## config.mk

```make
export PLATFORM = sky130hd
export DESIGN_NAME = lpf_channel_scheduler
export DESIGN_NICKNAME = d
export VERILOG_FILES = /design/src/rtl/lpf_channel_scheduler.sv
export SDC_FILE = /design/constraint.sdc
export NUM_CORES = 1
export LEC_CHECK = 0
export ABC_CLOCK_PERIOD_IN_PS = 6010
export BUFFER_PORTS_ARGS = -buffer_cell sky130_fd_sc_hd__buf_2
export CAP_MARGIN = 20
export CORE_MARGIN = 3
export CORE_UTILIZATION = 55
export CTS_BUF_LIST = sky130_fd_sc_hd__clkbuf_4 sky130_fd_sc_hd__clkbuf_8
export DETAILED_ROUTE_END_ITERATION = 12
export PLACE_DENSITY = 0.71
export SYNTH_ARGS = -nofsm -noshare
export SYNTH_HDL_FRONTEND = slang
export SYNTH_SLANG_ARGS = --single-unit
```

## constraint.sdc

```tcl
create_clock -name clk -period 6.01 [get_ports clk]
set_clock_uncertainty 0.1 [all_clocks]
set_input_delay 0.601 -clock clk [delete_from_list [all_inputs] [get_ports clk]]
set_output_delay 0.601 -clock clk [all_outputs]
set_load 0.02 [all_outputs]
```

## src/rtl/lpf_channel_scheduler.sv

```systemverilog
// Shared one-pole low-pass datapath (y += ((x - y) * alpha) >>> 8), time-multiplexed
// across NCH channels with per-channel state, gliding alpha and a valid/ready input.
module lpf_channel_scheduler #(
  parameter int BITSIZE   = 16,
  parameter int NCH       = 4,
  parameter int RAMP_STEP = 4
) (
  input  logic                       clk,
  input  logic                       resetn,
  input  logic                       in_valid,
  output logic                       in_ready,
  input  logic [$clog2(NCH)-1:0]     in_ch,
  input  logic signed [BITSIZE-1:0]  in_data,
  input  logic                       cfg_we,
  input  logic                       cfg_clr,
  input  logic [$clog2(NCH)-1:0]     cfg_ch,
  input  logic [7:0]                 cfg_alpha,
  output logic                       out_valid,
  output logic [$clog2(NCH)-1:0]     out_ch,
  output logic signed [BITSIZE-1:0]  out_data,
  output logic                       busy
);

  localparam int CW = $clog2(NCH);

  localparam logic [1:0] IDLE  = 2'd0;
  localparam logic [1:0] FETCH = 2'd1;
  localparam logic [1:0] MULT  = 2'd2;
  localparam logic [1:0] WRITE = 2'd3;

  localparam logic [7:0] STEP = 8'(RAMP_STEP);

  logic [1:0]                state;
  logic [CW-1:0]             ch_r;
  logic signed [BITSIZE-1:0] x_r;
  logic signed [BITSIZE-1:0] yr;
  logic [7:0]                ar;
  logic signed [BITSIZE:0]   d_r;
  logic signed [BITSIZE:0]   p_r;

  logic signed [BITSIZE-1:0] y_mem     [NCH];
  logic [7:0]                alpha_cur [NCH];
  logic [7:0]                alpha_tgt [NCH];

  logic signed [BITSIZE-1:0] y_sel;
  logic signed [BITSIZE:0]   d_next;
  logic signed [BITSIZE+9:0] d_ext;
  logic signed [BITSIZE+9:0] a_ext;
  logic signed [BITSIZE+9:0] prod;
  logic signed [BITSIZE:0]   p_next;
  logic signed [BITSIZE-1:0] ynew;
  logic [7:0]                cur_sel;
  logic [7:0]                tgt_eff;
  logic [7:0]                alpha_next;

  assign in_ready = (state == IDLE);
  assign busy     = !in_ready;

  always_comb begin
    y_sel  = y_mem[ch_r];
    d_next = {x_r[BITSIZE-1], x_r} - {y_sel[BITSIZE-1], y_sel};
    // Operands widened to the full product width so the truncated product is exact.
    d_ext  = {{9{d_r[BITSIZE]}}, d_r};
    a_ext  = {{(BITSIZE+2){1'b0}}, ar};
    prod   = d_ext * a_ext;
    p_next = (BITSIZE+1)'(prod >>> 8);
    ynew   = BITSIZE'(p_r + {yr[BITSIZE-1], yr});
  end

  // A target written during the WRITE cycle already steers this sample's ramp step.
  always_comb begin
    cur_sel    = alpha_cur[ch_r];
    tgt_eff    = (cfg_we && (cfg_ch == ch_r)) ? cfg_alpha : alpha_tgt[ch_r];
    alpha_next = cur_sel;
    if (cur_sel < tgt_eff) begin
      alpha_next = ((tgt_eff - cur_sel) > STEP) ? (cur_sel + STEP) : tgt_eff;
    end else if (cur_sel > tgt_eff) begin
      alpha_next = ((cur_sel - tgt_eff) > STEP) ? (cur_sel - STEP) : tgt_eff;
    end
  end

  always_ff @(posedge clk or negedge resetn) begin
    if (!resetn) begin
      state     <= IDLE;
      ch_r      <= '0;
      x_r       <= '0;
      yr        <= '0;
      ar        <= '0;
      d_r       <= '0;
      p_r       <= '0;
      out_valid <= 1'b0;
      out_ch    <= '0;
      out_data  <= '0;
    end else begin
      out_valid <= 1'b0;
      case (state)
        IDLE: begin
          if (in_valid) begin
            ch_r  <= in_ch;
            x_r   <= in_data;
            state <= FETCH;
          end
        end
        FETCH: begin
          yr    <= y_sel;
          ar    <= alpha_cur[ch_r];
          d_r   <= d_next;
          state <= MULT;
        end
        MULT: begin
          p_r   <= p_next;
          state <= WRITE;
        end
        WRITE: begin
          out_valid <= 1'b1;
          out_ch    <= ch_r;
          out_data  <= ynew;
          state     <= IDLE;
        end
        default: state <= IDLE;
      endcase
    end
  end

  // A clear on the channel being written back takes priority over the new value.
  always_ff @(posedge clk or negedge resetn) begin
    if (!resetn) begin
      for (int unsigned i = 0; i < NCH; i++) begin
        y_mem[i]     <= '0;
        alpha_cur[i] <= '0;
        alpha_tgt[i] <= '0;
      end
    end else begin
      for (int unsigned i = 0; i < NCH; i++) begin
        if (cfg_clr && (cfg_ch == CW'(i))) begin
          y_mem[i] <= '0;
        end else if ((state == WRITE) && (ch_r == CW'(i))) begin
          y_mem[i] <= ynew;
        end
        if ((state == WRITE) && (ch_r == CW'(i))) begin
          alpha_cur[i] <= alpha_next;
        end
        if (cfg_we && (cfg_ch == CW'(i))) begin
          alpha_tgt[i] <= cfg_alpha;
        end
      end
    end
  end

endmodule

```

==> results.txt <==
crit path max fanout = 18
number of synthesized flops with an enable pin = 0
crit path launch type = register
final hold violation count = 0
asr flop ratio synth = 1.00
Clock Path Buffers = 3
Post-Synth Adder-Cell Area = 0.198
most used cell, CP = fa_1
I/O pins = 54
Die ar. = 32300 sq um
Max-slew headroom = 0.292
synthesized-area fraction occupied by xor and xnor cells = 0.0269
CTS tree = built
final WL = 37.8 mm
Yosys top cell by area = dfrtp_1
Worst path slowest cell = dfrtp_1
DR vias = 12.0k
synth unique cells = 84
synth top area cells = dfrtp_1 34%, fa_1 13%, mux2_2 7.6%
Synth Area in Simple Gates = 0.135
antenna-violating nets left = 0
Max Clk Rate = 183 MHz
Synth Area per Inst = 10.1 sq um
first-pass GRT wire length = 63.6 mm
IO Port Bufs = 53
Post-Syn Nets = 1881
Syn Inst Count = 1648
Remaining Overflow, GRT = 0
Worst Tran Pin Value = 1.06 ns
most common cell after layout, fill and taps aside = dfrtp_1
Sum Neg Setup Slack = 0 ns
# nets final = 1916
Die X-Extent = 180 um
vias in the first global route = 12.3k
CP bufs+invs = 3
Clock Latency Late Sink = 0.55 ns
Clock Sinks = 224
vias per inst = 5.74
ant diodes = 0
register area share after synthesis = 0.338
dpl cell area = 17100 sq um
share of cells above drive strength 1 = 0.184
Hold Path Class = input pin to register
Total Routing Usage GR = 0.237
Finished Cell Area = 17900 sq um
DRC viols = 0
CTS Buf Count = 38
Critical Path RT = 6.33 ns
drt first-iter violations = 1015
Core Box Area = 29200 sq um
Clock Root Buffer = clkbuf_8
setup violators final = 0
CP Cell Sequence = nand2_1, fa_1, fa_1, inv_1, fa_1, inv_1, fa_1, inv_1, ha_1, nor4_1, o21ai_1, a31oi_1, o31ai_2, o41ai_2, o21ai_1, xor2_1, mux2_2
critical path capture point type = register
DRT Pass-1 Iters = 5
RSZ-0062 raised after global routing = false
chip height = 180 um
mux share of post-synthesis cell area = 0.133
Rows = 62
top-area cell type share of the netlist area = 0.338
register bit count reported by yosys = 224
YS warnings = 0
commonest cells after routing, fill and taps aside = 223 x dfrtp_1, 206 x nand2_1, 193 x inv_1
Pins Over Slew Limit = 0
Critical Path Max Stage Delay = 0.65 ns
post-CTS setup buffers = 0
layout overhead on the synthesized area = 8.20%
largest family of logic cells by synthesized area = adder cells
Cell Area, Synth = 16600 sq um
Tcrit/Tclk final = 0.912
RD Place Congestion = 0.886
Reg clk slew, reported paths = 0.06 ns
family with the most delay on the worst path = adder cells
largest net degree at the start of global routing = 81
routed len/inst = 18.1 um
initial core utilization = 0.568
max-cap viol count = 0
status = completed
Setup Crit Path Kind = register to register
min Tclk post-route = 5.48 ns
Post-synth top flop = dfrtp_1
Critical Path AT = 5.80 ns
Synth Area in Compound Gates = 0.100
initial antenna violation count = 0
Detail Placement HPWL = 27.7 mm
CTS HTree Levels = 2
[flip-flops by register name, indices dropped and copies added, names as in the netlist, 2 cells and up]
name / cells
ch_r: 2
yr: 16
alpha_tgt: 32
out_ch: 2
alpha_cur: 32
ar: 8
state: 2
p_r: 16
x_r: 16
out_data: 16
y_mem: 64
d_r: 17
[metal layers]
layer	GRT usage	vias up	part of all wire
li1	-	5611	-
met1	0.350	6017	0.47
met2	0.374	331	0.46
met3	0.0400	49	0.054
met4	0.0470	0	0.015
met5	0	-	0
[final timing paths]
path	start	depth (start not counted)	to	slack, ns
worst max-delay path	ar[3]	17	p_r[14]	0.53
min in group asynchronous	resetn	2	alpha_tgt[31]	0.51
worst max register to register	ar[3]	17	p_r[14]	0.53
max in group asynchronous	resetn	3	ch_r[0]	3.79
worst min-delay path	in_valid	2	state[1]	0.18
worst min register to register	alpha_cur[16]	2	alpha_cur[16]	0.38
[cell type report]
| type | count | area [sq um] |
|---|---|---|
| clock buffers | 59 | 718 |
| fillers | 2437 | 11200 |
| clock inverters | 7 | 105 |
| flip-flops and latches | 224 | 5610 |
| well taps | 384 | 480 |
| inverters | 196 | 736 |
| repair buffers | 72 | 428 |
| multi-input cells | 1151 | 9860 |
[metrics by stage]
step,setup slack [ns],std cells,utilization,hold slack (ns)
after floorplan,0.810,1648,-,0.205
after global placement,0.612,2025,0.586,0.363
after detailed placement,0.537,2025,0.586,0.372
after CTS,0.524,2092,0.614,0.156
after global routing,0.207,2093,0.615,0.168
final,0.531,2093,0.615,0.181
[cell families after synthesis]
| group | after synthesis |
|---|---|
| AOI/OAI and AO/OA | 262 |
| xor gates and xnor gates | 51 |
| adders and majority gates | 200 |
| buffers and inverters | 273 |
| DFF | 224 |
| muxes | 166 |
| and+or+nand+nor | 472 |
[cells in the mapped netlist, types with 3 or more instances]
library cell and instances:
o21a_1 10, nand2b_1 9, a21o_1 4, nor2_1 85, clkbuf_1 52, inv_2 3, buf_6 9, dfrtp_1 224
a21oi_1 112, inv_1 193, o21ai_1 19, buf_1 8, or3_1 4, ha_1 95, xor2_1 12, and3_1 11
nand3_1 21, o31ai_1 4, nor2b_1 5, o22ai_1 9, a41oi_1 5, o21ai_0 24, a31oi_1 17, xnor2_1 39
nor3_1 18, a211o_1 3, mux2i_1 20, nand4_1 8, o2111ai_1 3, or2_2 3, mux4_2 31, nand3b_1 7
a31o_2 4, fa_1 105, nor4b_1 3, o211ai_1 15, mux2_2 112, and2_1 73, buf_2 5, nand2_1 206
nor3b_1 4
[what timing repair did]
item | CTS | global route
resized for setup | 0 | 0
hold endpoints to repair | 73 | 0
hold buffers | 1 | 0
Power is not shown: default switching activity piles up to over one toggle a cycle in this logic, so the estimate is an artifact.
